<file path="config.mk">
export PLATFORM = sky130hd
export DESIGN_NAME = multicycle_alu
export DESIGN_NICKNAME = d
export VERILOG_FILES = /design/src/rtl/multicycle_alu.sv
export SDC_FILE = /design/constraint.sdc
export NUM_CORES = 1
export LEC_CHECK = 0
export BUFFER_PORTS_ARGS = -buffer_cell sky130_fd_sc_hd__clkbuf_2
export CORE_ASPECT_RATIO = 1.25
export CORE_MARGIN = 2
export CORE_UTILIZATION = 35
export CTS_CLUSTER_DIAMETER = 30
export DETAILED_ROUTE_END_ITERATION = 8
export SYNTH_ARGS = -nofsm -noshare
export SYNTH_HDL_FRONTEND = slang
export SYNTH_SLANG_ARGS = --single-unit
</file>
<file path="constraint.sdc">
create_clock -name clk -period 6.2 [get_ports clk]
set_clock_uncertainty 0.2 [all_clocks]
set_input_delay 1.24 -clock clk [delete_from_list [all_inputs] [get_ports clk]]
set_output_delay 1.24 -clock clk [all_outputs]
set_load 0.01 [all_outputs]
</file>
<file path="src/rtl/multicycle_alu.sv">
`default_nettype none
// ============================================================================
// Module      : multicycle_alu
// Description : 32-bit datapath ALU driven by the 4-bit ALUOperation code.
//               AND/OR/NOR/ADD/SUB finish in one cycle. SLL/SRL use an
//               iterative shifter that moves one bit per cycle. A
//               start/busy/done handshake lets the multicycle controller
//               stall until ALUResult and Zero are valid.
// Ports       : clk          - rising-edge clock
//               reset        - asynchronous active-high reset
//               start        - request pulse, sampled only in IDLE
//               ALUOperation - operation code
//               A, B         - operands (B is the shifted operand)
//               shamt        - shift amount
//               busy         - high whenever the FSM is not IDLE
//               done         - one-cycle pulse, result valid
//               ALUResult    - registered result, held until next completion
//               Zero         - registered, 1 iff ALUResult == 0
//               InvalidOp    - registered, 1 iff last completed op unsupported
// Revision    : 1.0 - initial release
// ============================================================================
module multicycle_alu #(
    parameter int DATA_WIDTH  = 32,
    parameter int SHAMT_WIDTH = 5
) (
    input  logic                   clk,
    input  logic                   reset,
    input  logic                   start,
    input  logic [3:0]             ALUOperation,
    input  logic [DATA_WIDTH-1:0]  A,
    input  logic [DATA_WIDTH-1:0]  B,
    input  logic [SHAMT_WIDTH-1:0] shamt,
    output logic                   busy,
    output logic                   done,
    output logic [DATA_WIDTH-1:0]  ALUResult,
    output logic                   Zero,
    output logic                   InvalidOp
);

    localparam logic [3:0] c_OP_AND = 4'b0000;
    localparam logic [3:0] c_OP_OR  = 4'b0001;
    localparam logic [3:0] c_OP_NOR = 4'b0010;
    localparam logic [3:0] c_OP_ADD = 4'b0011;
    localparam logic [3:0] c_OP_SUB = 4'b0100;
    localparam logic [3:0] c_OP_SLL = 4'b1111;
    localparam logic [3:0] c_OP_SRL = 4'b1110;

    localparam logic [SHAMT_WIDTH-1:0] c_CNT_ONE  = SHAMT_WIDTH'(1);
    localparam logic [SHAMT_WIDTH-1:0] c_CNT_ZERO = '0;

    typedef enum logic [1:0] {
        ST_IDLE  = 2'd0,
        ST_SHIFT = 2'd1,
        ST_DONE  = 2'd2
    } state_t;

    state_t                  r_state;
    state_t                  w_state_next;

    logic [DATA_WIDTH-1:0]   r_shreg;
    logic [SHAMT_WIDTH-1:0]  r_cnt;
    logic                    r_dir_left;
    logic [DATA_WIDTH-1:0]   r_result;
    logic                    r_zero;
    logic                    r_invalid;

    logic [DATA_WIDTH-1:0]   w_alu_result;
    logic                    w_op_valid;
    logic                    w_is_shift;
    logic                    w_shift_left;
    logic                    w_start_shift;
    logic [DATA_WIDTH-1:0]   w_shift_step;

    // Single-cycle result. Shift codes return B here, which is exactly the
    // answer for shamt == 0; nonzero shamt goes through the iterative path.
    always_comb begin
        w_alu_result = '0;
        w_op_valid   = 1'b1;
        w_is_shift   = 1'b0;
        w_shift_left = 1'b0;
        case (ALUOperation)
            c_OP_AND: w_alu_result = A & B;
            c_OP_OR:  w_alu_result = A | B;
            c_OP_NOR: w_alu_result = ~(A | B);
            c_OP_ADD: w_alu_result = A + B;
            c_OP_SUB: w_alu_result = A - B;
            c_OP_SLL: begin
                w_alu_result = B;
                w_is_shift   = 1'b1;
                w_shift_left = 1'b1;
            end
            c_OP_SRL: begin
                w_alu_result = B;
                w_is_shift   = 1'b1;
            end
            default:  w_op_valid = 1'b0;
        endcase
    end

    assign w_start_shift = w_is_shift && (shamt != c_CNT_ZERO);
    assign w_shift_step  = r_dir_left ? (r_shreg << 1) : (r_shreg >> 1);

    // State register
    always_ff @(posedge clk or posedge reset) begin
        if (reset) begin
            r_state <= ST_IDLE;
        end else begin
            r_state <= w_state_next;
        end
    end

    // Next-state logic
    always_comb begin
        w_state_next = r_state;
        case (r_state)
            ST_IDLE: begin
                if (start) begin
                    w_state_next = w_start_shift ? ST_SHIFT : ST_DONE;
                end
            end
            ST_SHIFT: begin
                if (r_cnt == c_CNT_ONE) begin
                    w_state_next = ST_DONE;
                end
            end
            ST_DONE:  w_state_next = ST_IDLE;
            default:  w_state_next = ST_IDLE;
        endcase
    end

    // Datapath registers. Outputs only move at completion so the controller
    // can keep reading Zero after done has dropped.
    always_ff @(posedge clk or posedge reset) begin
        if (reset) begin
            r_shreg    <= '0;
            r_cnt      <= '0;
            r_dir_left <= 1'b0;
            r_result   <= '0;
            r_zero     <= 1'b0;
            r_invalid  <= 1'b0;
        end else begin
            case (r_state)
                ST_IDLE: begin
                    if (start) begin
                        if (w_start_shift) begin
                            r_shreg    <= B;
                            r_cnt      <= shamt;
                            r_dir_left <= w_shift_left;
                        end else begin
                            r_result  <= w_alu_result;
                            r_zero    <= (w_alu_result == '0);
                            r_invalid <= ~w_op_valid;
                        end
                    end
                end
                ST_SHIFT: begin
                    r_shreg <= w_shift_step;
                    r_cnt   <= r_cnt - c_CNT_ONE;
                    // Last step: publish the shifted value directly so the
                    // result is visible in the same cycle done rises.
                    if (r_cnt == c_CNT_ONE) begin
                        r_result  <= w_shift_step;
                        r_zero    <= (w_shift_step == '0);
                        r_invalid <= 1'b0;
                    end
                end
                default: begin
                end
            endcase
        end
    end

    assign busy      = (r_state != ST_IDLE);
    assign done      = (r_state == ST_DONE);
    assign ALUResult = r_result;
    assign Zero      = r_zero;
    assign InvalidOp = r_invalid;

endmodule
`default_nettype wire

</file>
; ---- After elaboration in Yosys (flattened, before gate mapping)
; Cells that the tools add are included.
; W data, S select, Z words.
[op_classes]
muxes = 27
reduce_logical = 14
eq_ne = 13
bitwise = 4
n_addsub = 3
[op_table]
columns = cell, count
row1 = $mux W32, 6
row2 = $pmux W32 S6, 1
row3 = $pmux W32 S2, 2
row4 = $logic_not A32 Y1, 2
row5 = $add A32 B32 Y32, 1
row6 = $and A32 B32 Y32, 1
row7 = $not A32 Y32, 1
row8 = $or A32 B32 Y32, 1
row9 = $sub A32 B32 Y32, 1
row10 = $mux W5, 2
row11 = $pmux W5 S2, 1
row12 = $mux W1, 9
row13 = $eq A4 B2 Y1 const B, 2
row14 = $eq A4 B4 Y1 const B, 2
row15 = $ne A2 B2 Y1 const B, 4
row16 = $reduce_or A7 Y1, 1
row17 = $mux W2, 3
row18 = $reduce_and A3 Y1, 2
row19 = $eq A5 B1 Y1 const B, 1
row20 = $reduce_bool A5 Y1, 1
row21 = $sub A5 B1 Y5 const B, 1
row22 = $eq A4 B1 Y1 const B, 1
row23 = $eq A4 B3 Y1 const B, 1
row24 = $logic_not A4 Y1, 1
row25 = 11 further kinds, 13
[totals]
out_inout_bits = 36
regBits = 74

; ---- Longest topological paths before layout
; Gate-level depths: netlist of the first run.
[depth]
ltp_word = 7
mapped_depth = 20

; ---- Least setup slack after synthesis of the first run
; Ideal clock, no wire load.
[synth_timing]
path_type = input port to flip-flop
startpoint = in ALUOperation[0]
endpoint = reg r_zero, in the netlist Zero
n_path_buf = 4
slack_ns = 0.539
path_stages = 18
t_arrival_ns = 5.394
path_cell_list = buf_2 buf_1 clkbuf_1 nor4b_1 clkbuf_1 nor2_1 xnor2_1 ha_1 a21oi_1 o221ai_1 a21boi_1 nand2_1 a221oi_2 o2111ai_1 a2111oi_0 o2111ai_1 nor4_1 a41o_1
[synth_between]
elab_chain_cells = 7
word_cells_on_any_way = 17
cone_classes = eq/ne: 7 / mux: 5 / reduce/logical: 5
[synth_rtl]
columns = item, line_no
row1 = start: declaration, 29  ; input logic [3:0] ALUOperation,
row2 = $eq A4 B4 Y1, 81  ; case (ALUOperation)
row3 = $reduce_or A2 Y1 (no source line), --
row4 = $pmux W32 S6, 81
row5 = $logic_not A32 Y1, 151  ; r_zero <= (w_alu_result == '0);
row6 = $mux W1, 145  ; if (w_start_shift) begin
row7 = $mux W1, 144  ; if (start) begin
row8 = $pmux W1 S2, 142  ; case (r_state)
row9 = end signal: assignment, 151
row10 = end signal: assignment, 163  ; r_zero <= (w_shift_step == '0);
row11 = end: declaration, 64  ; logic r_zero;
; Parallel ways exist; a longest one is shown, timed or not. The select of a mux whose other input is x is not followed.
; A chain may end at the register's enable or synchronous reset.

; ---- Final worst setup path of the first run
[layout_timing]
startpoint = in ALUOperation[3]
endpoint = reg r_zero, in the netlist Zero
; The elaborated chain is that of the path after synthesis.

==> reports/qor.yml, run 1 <==
outcome:
  outcome: "complete, no violations"
clock_network:
  clock_path_buffers: 2
  cts_resized: 0
  cts_tree: "built"
  cts.clk_slew.worst_paths_ps: 60
  cts_root_buffer: "clkbuf_16"
  clock_sinks: 74
  ctsHoldBuffers: 0
  cts_buffers: 9
  post_cts_buffers: 0
  clock_latency_ps: 330
  htree_levels: 3
placement:
  dp_slack_ps: 574
  port_buffers: 111
  dp.cells: 1313
  dp_hpwl_mm: 20.4
  finalWeightedCongestion: 0.897
sta:
  tightestPinTransition_ps: 986
  fmax_mhz: 187
  timing.final.crit_share_pct: 86.0
  hold_violations: 0
  fin_ws_ps: 866
  relSlewSlack_pct: 34.3
  rsz0062_at_grt: "no"
  drv_slew: 0
  setup_viol: 0
  setup_tns_ps: 0
  min_period_ps: 5330
setup_path:
  reg2reg_depth: 10
  end_kind: "flip-flop"
  crit_required_ps: 6270
  cp.arrival_ps: 5400
  crit_slowest_cell: "or4b_1"
  r2r_slack_ps: 2930
  worst-path-max-fanout: 15
  path_buf_inv: 2
  cp-endpoint: "Zero$_DFFE_PP0P_"
  crit_top_cell: "o2111ai_1"
  cp_top_family: "compound AO/OA/AOI/OAI gates"
  path_class: "input port to flip-flop"
  cp.depth: 16
  startpoint: "ALUOperation[3]"
  path_cells: "clkbuf_2, or4b_1, buf_4, o31ai_1, xor2_1, ha_1, nand4_1, o221ai_1, a21boi_1, nand2_1, a221oi_2, o2111ai_1, a2111oi_0, o2111ai_1, nor4_1, a41o_1"
  r2r-start: "r_state[0]$_DFFE_PP0P_"
  slowest_delay_ps: 590
  worstSetupStartpointType: "input port"
  reg2reg_to: "Zero$_DFFE_PP0P_"
synth:
  yosys_warnings: 0
  yosys.area.top_type_share_pct: 24.3
  synth_edf_count: 0
  synth.avg_cell_area_sq_um: 7.68
  synth-seq-cells: 74
  yosysSeqAreaShare_pct: 24.3
  syn_inst: 992
  synth_area_leaders: "dfrtp_1, a21oi_1, ha_1"
  syn_nets: 1105
  yosys.area.top_type: "dfrtp_1"
  synth_flop_cell: "dfrtp_1"
  synth_cell_types: 82
  netlist_area_sq_um: 7610
  ys_async_sr_fraction_pct: 100
min_path:
  min-delay-start: "ALUResult[25]$_DFFE_PP0P_"
  min_path_type: "flip-flop to flip-flop"
route:
  num_vias: 7832
  drtAntennaViolNets: 0
  vias_per_cell: 5.88
  totalWireLength_mm: 26.9
  first_iter_violations: 647
  drc: 0
  dr.pass1.iters: 5
  wl_per_cell_microns: 20.2
layout:
  final_cell_count_no_fill: 1331
  final_nets: 1158
  drive_gt1_share_pct: 16.8
  syn2layout_area_growth_pct: 13.9
floorplan:
  dieArea_sq_um: 23000
  die_h_microns: 169
  die_x_microns: 136
  ios: 112
  core_sq_um: 21500
  row_count: 60
  initial_utilization_pct: 35.5
power_and_ir_drop:
  total_power_mw: 2.67
  cellPowerDensity_nw_per_um2: 308
  p_leak_nw: 3.63
  ir_worst_vdd_mv: 0.175
global_route:
  grt_pass1_wl_mm: 41.7
  antenna_found_initial: 3
  grt_use_total_pct: 23.3
  grt_max_degree: 75
  overflow: 0
  grt_pass1_vias: 7534
job:
  drv_cap: 0
## final cells by class
type	count	area, sq um
inverters	17	66.3
well taps	279	349
fillers	2273	12800
repair buffers	128	683
flip-flops and latches	74	1850
clock inverters	5	103
multi-input cells	815	5380
diodes	3	7.51
clock buffers	10	239
## layout by cell type, fill, tap and decap left out, types with 5 or more instances in the layout
cell       count
nand2_1      110
nand3_1       20
and2_1         6
mux2_2         5
a221o_1       27
nor2b_1        6
clkbuf_16      9
mux2i_1       28
o31ai_1       19
o21ai_0       66
dfrtp_1       74
nand4_1       11
ha_1          36
a211oi_1      23
clkbuf_2     111
a31oi_1        9
xor2_1        24
a21o_1        16
or3_1          5
nor4_1         6
nor2_1        91
o21a_1         8
a21oi_1      105
inv_1         15
maj3_1        23
a2bb2oi_1      9
nand2b_1       5
nor3_1        31
buf_4         17
and3_1         8
xnor2_1       31
## cells by family after synthesis
| group | after synthesis | share of synthesized area, % |
|---|---|---|
| and+or+nand+nor | 327 | 20.3 |
| buffers and inverters | 103 | 5.41 |
| adders and majority gates | 60 | 9.20 |
| AOI/OAI and AO/OA | 340 | 30.1 |
| xor gates and xnor gates | 55 | 6.33 |
| muxes | 33 | 4.42 |
| DFF | 74 | 24.3 |
## flip-flops by register name (all words and copies together), names as in the netlist
name,cells
ALUResult,32
InvalidOp,1
Zero,1
r_cnt,5
r_dir_left,1
r_shreg,32
r_state,2
## worst min-delay path by stage
stage / endpoint / slack [ps] / cells past startpoint
3_5_place_dp: InvalidOp$_DFFE_PP0P_ / 270 / 2
2_1_floorplan: r_cnt[3]$_DFFE_PP0P_ / 280 / 1
3_3_place_gp: InvalidOp$_DFFE_PP0P_ / 270 / 2
4_1_cts: InvalidOp$_DFFE_PP0P_ / 280 / 2
5_1_grt: ALUResult[29]$_DFFE_PP0P_ / 310 / 1
6_report: ALUResult[25]$_DFFE_PP0P_ / 270 / 2
## worst register-to-register path: stages, from the launching register on
cell and delay, ps:
dfrtp_1 410, nor2b_4 130, buf_4 280, a2111oi_2 610, nand4_2 160, nor4_2 190
o2111ai_1 210, nor4_1 390, o2111ai_1 160, nor4_1 270, a41o_1 200
## per-stage QoR
step	cell area [sq um]	hold slack, ps	util (%)
global route	8670	308	40.4
CTS	8670	282	40.4
global placement	8330	265	38.8
detailed placement	8330	268	38.8
floorplan	7610	278	-
finish	8670	274	40.4
## report_power, final
part / total [mW] / internal (mW) / switching (mW) / leakage, nW
Sequential: 0.855 / 0.692 / 0.164 / 0.911
Combinational: 1.21 / 0.494 / 0.719 / 2.56
Clock: 0.601 / 0.401 / 0.200 / 0.165
Total: 2.67 / 1.59 / 1.08 / 3.63
## Yosys cell counts, drive strengths merged, types with 4 or more instances
library cell,count
a31oi,9
nor2b,7
o21ai,70
and2,6
and3,8
or3,5
or4,4
xnor2,31
nand3,20
nand4,12
nor4,8
o41ai,4
nand2b,6
a21oi,105
a21o,16
nor3,33
inv,16
xor2,24
a2bb2oi,9
o2111ai,4
dfrtp,74
a221o,27
a211oi,24
o31ai,21
clkbuf,68
nand2,110
o21bai,4
nor2,92
mux2i,28
buf,18
o221ai,4
o211ai,4
o21a,8
mux2,5
maj3,23
ha,36
## per-layer routing
layer | track usage (%) | vias up | part of all wire (%)
li1 | - | 3783 | -
met1 | 31.9 | 3750 | 45
met2 | 37.4 | 253 | 47
met3 | 1.77 | 46 | 4.5
met4 | 10.3 | 0 | 3.4
met5 | 0 | - | 0
Note: power is estimated with default switching activity, not from simulation.
==> inputs of run 2 (changes only) <==
--- a/config.mk
+++ b/config.mk
@@ -6,11 +6,14 @@
 export NUM_CORES = 1
 export LEC_CHECK = 0
 export BUFFER_PORTS_ARGS = -buffer_cell sky130_fd_sc_hd__clkbuf_2
+export CELL_PAD_IN_SITES_DETAIL_PLACEMENT = 1
+export CELL_PAD_IN_SITES_GLOBAL_PLACEMENT = 2
 export CORE_ASPECT_RATIO = 1.25
 export CORE_MARGIN = 2
 export CORE_UTILIZATION = 35
 export CTS_CLUSTER_DIAMETER = 30
 export DETAILED_ROUTE_END_ITERATION = 8
+export PLACE_DENSITY_LB_ADDON = 0.1
 export SYNTH_ARGS = -nofsm -noshare
 export SYNTH_HDL_FRONTEND = slang
 export SYNTH_SLANG_ARGS = --single-unit
==> run 2 against run 1 <==
Net effect: non-clock buffer count rose by 4; worst hold slack lost 7.5 ps; combinational power grew 3%; power increased by 1.6%; die area stayed put; critical endpoint unchanged; largest power group unchanged.
==> reports/qor.yml, run 2 (synthesis gave the netlist of run 1 again) <==
layout:
  layout_common_cells: "clkbuf_2, nand2_1, a21oi_1"
  layout_commonest_cell: "clkbuf_2"
  drive_gt1_share_pct: 17.1
  fillers: 2705
  syn2layout_area_growth_pct: 14.2
  final_cell_count_no_fill: 1334
  post-route-util_pct: 40.5
  final_nets: 1162
clock_network:
  cts.clk_slew.worst_paths_ps: 60
  htree_levels: 3
  clock_latency_ps: 340
  post_cts_buffers: 0
  cts_buffers: 9
  ctsHoldBuffers: 0
  clock_path_buffers: 2
  cts_resized: 0
  clock_sinks: 74
  cts_tree: "built"
  cts_root_buffer: "clkbuf_16"
sta:
  fmax_mhz: 181
  drv_slew: 0
  hold_violations: 0
  setup_viol: 0
  tightestPinTransition_ps: 987
  setup_tns_ps: 0
  timing.final.crit_share_pct: 89.0
  fin_ws_ps: 683
  relSlewSlack_pct: 34.2
  min_period_ps: 5520
  rsz0062_at_grt: "no"
setup_path:
  crit_top_cell: "a21oi_1"
  r2r_slack_ps: 2860
  path_cells: "clkbuf_2, or4b_1, nor2_1, a21o_1, inv_1, ha_1, nor2b_1, o2111ai_1, buf_4, a21oi_1, o21ai_1, a21oi_1, a41oi_1, o32ai_1, nand2_1, nor4_1, a41o_1"
  r2r-start: "r_state[0]$_DFFE_PP0P_"
  reg2reg_depth: 10
  crit_slowest_cell: "or4b_1"
  crit_required_ps: 6280
  path_class: "input port to flip-flop"
  reg2reg_to: "Zero$_DFFE_PP0P_"
  worstSetupStartpointType: "input port"
  end_kind: "flip-flop"
  slowest_delay_ps: 710
  worst-path-max-fanout: 13
  cp.arrival_ps: 5600
power_and_ir_drop:
  p_leak_nw: 3.66
  ir_worst_vdd_mv: 0.215
  cellPowerDensity_nw_per_um2: 312
route:
  drtAntennaViolNets: 0
  dr.pass1.iters: 5
  drc: 0
  wl_per_cell_microns: 22.6
  met2WireLength_mm: 14.3
  vias_per_cell: 5.89
  first_iter_violations: 483
  num_vias: 7860
  dr_wl_met3_microns: 962
  totalWireLength_mm: 30.1
  highest_layer: "met4"
  met1Wirelength_mm: 14.4
floorplan:
  dieArea_sq_um: 23000
  ios: 112
  core_sq_um: 21500
  row_count: 60
  initial_utilization_pct: 35.5
  die_h_microns: 169
  die_x_microns: 136
global_route:
  antenna_found_initial: 1
  overflow: 0
  grt_pass1_wl_mm: 46.5
  grt_use_total_pct: 26.3
  grt_max_degree: 75
  grt_pass1_vias: 7784
placement:
  finalWeightedCongestion: 0.918
  port_buffers: 111
  dp_slack_ps: 405
  dp.cells: 1317
  dp_hpwl_mm: 23.1
min_path:
  min_path_type: "flip-flop to flip-flop"
  holdPathEnd: "InvalidOp$_DFFE_PP0P_"
  min-delay-start: "InvalidOp$_DFFE_PP0P_"
  hold_depth: 2
job:
  drv_cap: 0
outcome:
  outcome: "complete, no violations"
run 2: changes by cell type in the layout (fill, tap and decap cells not counted):
cell / delta
diode_2: -2
clkinvlp_4: -1
clkbuf_1: +1
buf_4: +4
inv_6: +1
clkbuf_8: -1
clkinv_4: +1
run 2: area by class of cell:
class / count / area (sq um) / area share (%)
multi-input cells: 815 / 5380 / 61.8
flip-flops and latches: 74 / 1850 / 21.3
repair buffers: 132 / 713 / 8.20
well taps: 279 / 349 / 4.01
clock buffers: 10 / 229 / 2.63
clock inverters: 6 / 113 / 1.29
inverters: 17 / 66.3 / 0.762
diodes: 1 / 2.50 / 0.0288
run 2: worst max path at each step:
stage / startpoint / endpoint / cells after the start / slack (ps)
floorplan: ALUOperation[0] / Zero$_DFFE_PP0P_ / 18 / 540
global placement: B[4] / Zero$_DFFE_PP0P_ / 19 / 470
detailed placement: B[0] / Zero$_DFFE_PP0P_ / 18 / 400
CTS: B[0] / Zero$_DFFE_PP0P_ / 18 / 730
global route: B[0] / Zero$_DFFE_PP0P_ / 18 / 460
finish: ALUOperation[3] / Zero$_DFFE_PP0P_ / 17 / 680
run 2: metrics by stage:
| step | instance area [sq um] | power, mW | hold slack, ps |
|---|---|---|---|
| final | 8700 | 2.71 | 267 |
| after global routing | 8700 | 2.90 | 307 |
| after CTS | 8700 | 2.72 | 274 |
| after detailed placement | 8360 | 2.10 | 260 |
| after global placement | 8360 | 2.09 | 252 |
| after floorplan | 7610 | 1.66 | 278 |
run 2: per-layer routing:
layer  GRT usage, %  up-vias
li1               -     3789
met1           37.5     3897
met2           43.4      153
met3           2.37       21
met4           5.39        0
met5              0        -
run 2: where the power goes:
group	internal, mW	switching (mW)
clock network	0.395	0.214
logic	0.498	0.750
registers	0.692	0.163
total	1.58	1.13
run 2: worst max-delay path: cells and delay by family:
family          cells  cell delay (ps)
simple gates        5             1380
buf+inv             3              430
fa+ha+maj           1              280
compound gates      8             2260
==> inputs of run 3 (changes only) <==
--- a/config.mk
+++ b/config.mk
@@ -14,6 +14,7 @@
 export CTS_CLUSTER_DIAMETER = 30
 export DETAILED_ROUTE_END_ITERATION = 8
 export PLACE_DENSITY_LB_ADDON = 0.1
+export REMOVE_ABC_BUFFERS = 1
 export SYNTH_ARGS = -nofsm -noshare
 export SYNTH_HDL_FRONTEND = slang
 export SYNTH_SLANG_ARGS = --single-unit
==> run 3 against run 2 <==
Net effect: flip-flop and latch count did not move; sequential power rose by 4.1%; combinational power barely moved; highest routed layer unchanged; non-clock buffer count rose by 1; first-iteration DRC count rose by 1.2%; global-route usage rose by 1.5 points; critical endpoint unchanged; largest power group unchanged; sequential share of layout area barely moved.
==> reports/qor.yml, run 3 (synthesis gave the netlist of run 1 again) <==
outcome:
  outcome: "complete, no violations"
clock_network:
  cts_tree: "built"
  cts_root_buffer: "clkbuf_16"
  clock_path_buffers: 2
  ctsHoldBuffers: 0
  clock_latency_ps: 340
  post_cts_buffers: 0
  cts_resized: 0
  cts_buffers: 9
  clock_sinks: 74
  htree_levels: 3
  cts.clk_slew.worst_paths_ps: 60
route:
  vias_per_cell: 6.00
  dr.pass1.iters: 5
  drtAntennaViolNets: 0
  highest_layer: "met4"
  totalWireLength_mm: 31.8
  first_iter_violations: 489
  dr_wl_met3_mm: 1.19
  num_vias: 8006
  wl_per_cell_microns: 23.8
  drc: 0
  met1Wirelength_mm: 14.3
  met2WireLength_mm: 15.6
power_and_ir_drop:
  seqPwrFrac_pct: 32.2
  switching_share_pct: 42.0
  cellPowerDensity_nw_per_um2: 317
  p_comb_share_pct: 45.0
  cell_internal_pwr_mw: 1.60
  switchingPower_mw: 1.16
  p_leak_nw: 3.67
  clkPwrFrac_pct: 22.9
  ir_worst_vdd_mv: 0.176
floorplan:
  initial_utilization_pct: 35.5
  core_sq_um: 21500
  row_count: 60
  ios: 112
  die_x_microns: 136
  dieArea_sq_um: 23000
  die_h_microns: 169
global_route:
  overflow: 0
  antenna_found_initial: 0
  grt_pass1_wl_mm: 48.9
  grt_max_degree: 75
  grt_use_total_pct: 27.8
  grt_pass1_vias: 8190
setup_path:
  crit_required_ps: 6270
  cp.arrival_ps: 5630
  end_kind: "flip-flop"
  reg2reg_depth: 10
  path_class: "input port to flip-flop"
  worst-path-max-fanout: 13
  reg2reg_to: "Zero$_DFFE_PP0P_"
  r2r-start: "r_state[0]$_DFFE_PP0P_"
  worstSetupStartpointType: "input port"
  r2r_slack_ps: 2590
layout:
  layout_common_cells: "clkbuf_2, nand2_1, a21oi_1"
  multi_input_area_sq_um: 5380
  antenna_cells: 0
  final_nets: 1163
  fillers: 2715
  layout_commonest_cell: "clkbuf_2"
  drive_gt1_share_pct: 17.3
  regArea_sq_um: 1850
  syn2layout_area_growth_pct: 14.5
sta:
  min_period_ps: 5550
  timing.final.crit_share_pct: 89.5
  setup_tns_ps: 0
  tightestPinTransition_ps: 1040
  fin_ws_ps: 649
  relSlewSlack_pct: 30.8
  drv_slew: 0
  hold_violations: 0
  setup_viol: 0
  fmax_mhz: 180
  rsz0062_at_grt: "no"
min_path:
  min-delay-start: "ALUResult[2]$_DFFE_PP0P_"
  min_path_type: "flip-flop to flip-flop"
  holdPathEnd: "ALUResult[2]$_DFFE_PP0P_"
  hold_depth: 2
placement:
  dp_hpwl_mm: 24.1
  port_buffers: 111
  finalWeightedCongestion: 0.884
  dp_slack_ps: 396
job:
  drv_cap: 0
-- run 3: changes by cell type in the layout (fill, tap and decap cells not counted), sizes merged --
cell    change
buf         +1
clkbuf      +1
diode       -1
inv         -1
-- run 3: worst max-delay path by stage --
stage               slack (ps)            start                endpoint
global route               340             B[0]        Zero$_DFFE_PP0P_
finish                     650  ALUOperation[3]        Zero$_DFFE_PP0P_
global placement           410  ALUOperation[0]        Zero$_DFFE_PP0P_
detailed placement         400             B[0]        Zero$_DFFE_PP0P_
CTS                        720  ALUOperation[3]        Zero$_DFFE_PP0P_
floorplan                  530  ALUOperation[2]  r_shreg[0]$_DFFE_PP0P_
-- run 3: critical path, stage by stage --
cell and delay (ps):
clkbuf_2 200, or4b_1 660, a21o_1 260, fa_1 430, nand2b_1 190, a211oi_2 340
o21ai_1 220, o21bai_1 390, xnor2_1 170, o221ai_1 250, a2111oi_0 420, o2111ai_1 230
nor4_1 390, a41o_1 220
-- run 3: power by group through the flow --
stage	logic, mW	registers, mW	clock network [mW]
floorplan	0.749	0.877	0
global placement	1.23	0.882	0
detailed placement	1.24	0.890	0
CTS	1.25	0.886	0.641
global route	1.37	0.913	0.662
finish	1.24	0.890	0.633
-- run 3: layout make-up --
cell class / count / share of cell area (%)
tap: 279 / 4.01
sequential: 74 / 21.2
clock inverter: 5 / 1.15
clock buffer: 11 / 2.90
timing repair buffer: 133 / 8.27
multi-input combinational: 815 / 61.7
inverter: 17 / 0.761
-- run 3: layer usage --
metal | GRT usage [%] | vias to the layer above
li1 | - | 3786
met1 | 36.6 | 3964
met2 | 48.2 | 211
met3 | 2.96 | 45
met4 | 7.34 | 0
met5 | 0 | -
-- run 3: metrics by stage --
stage	area (sq um)	util, %	total power [mW]	instances	hold slack (ps)
after detailed placement	8360	39.0	2.13	1318	274
after CTS	8720	40.6	2.77	1334	287
final	8720	40.6	2.77	1334	277
after global routing	8720	40.6	2.95	1334	316
after floorplan	7270	-	1.63	906	278
after global placement	8360	39.0	2.11	1318	253
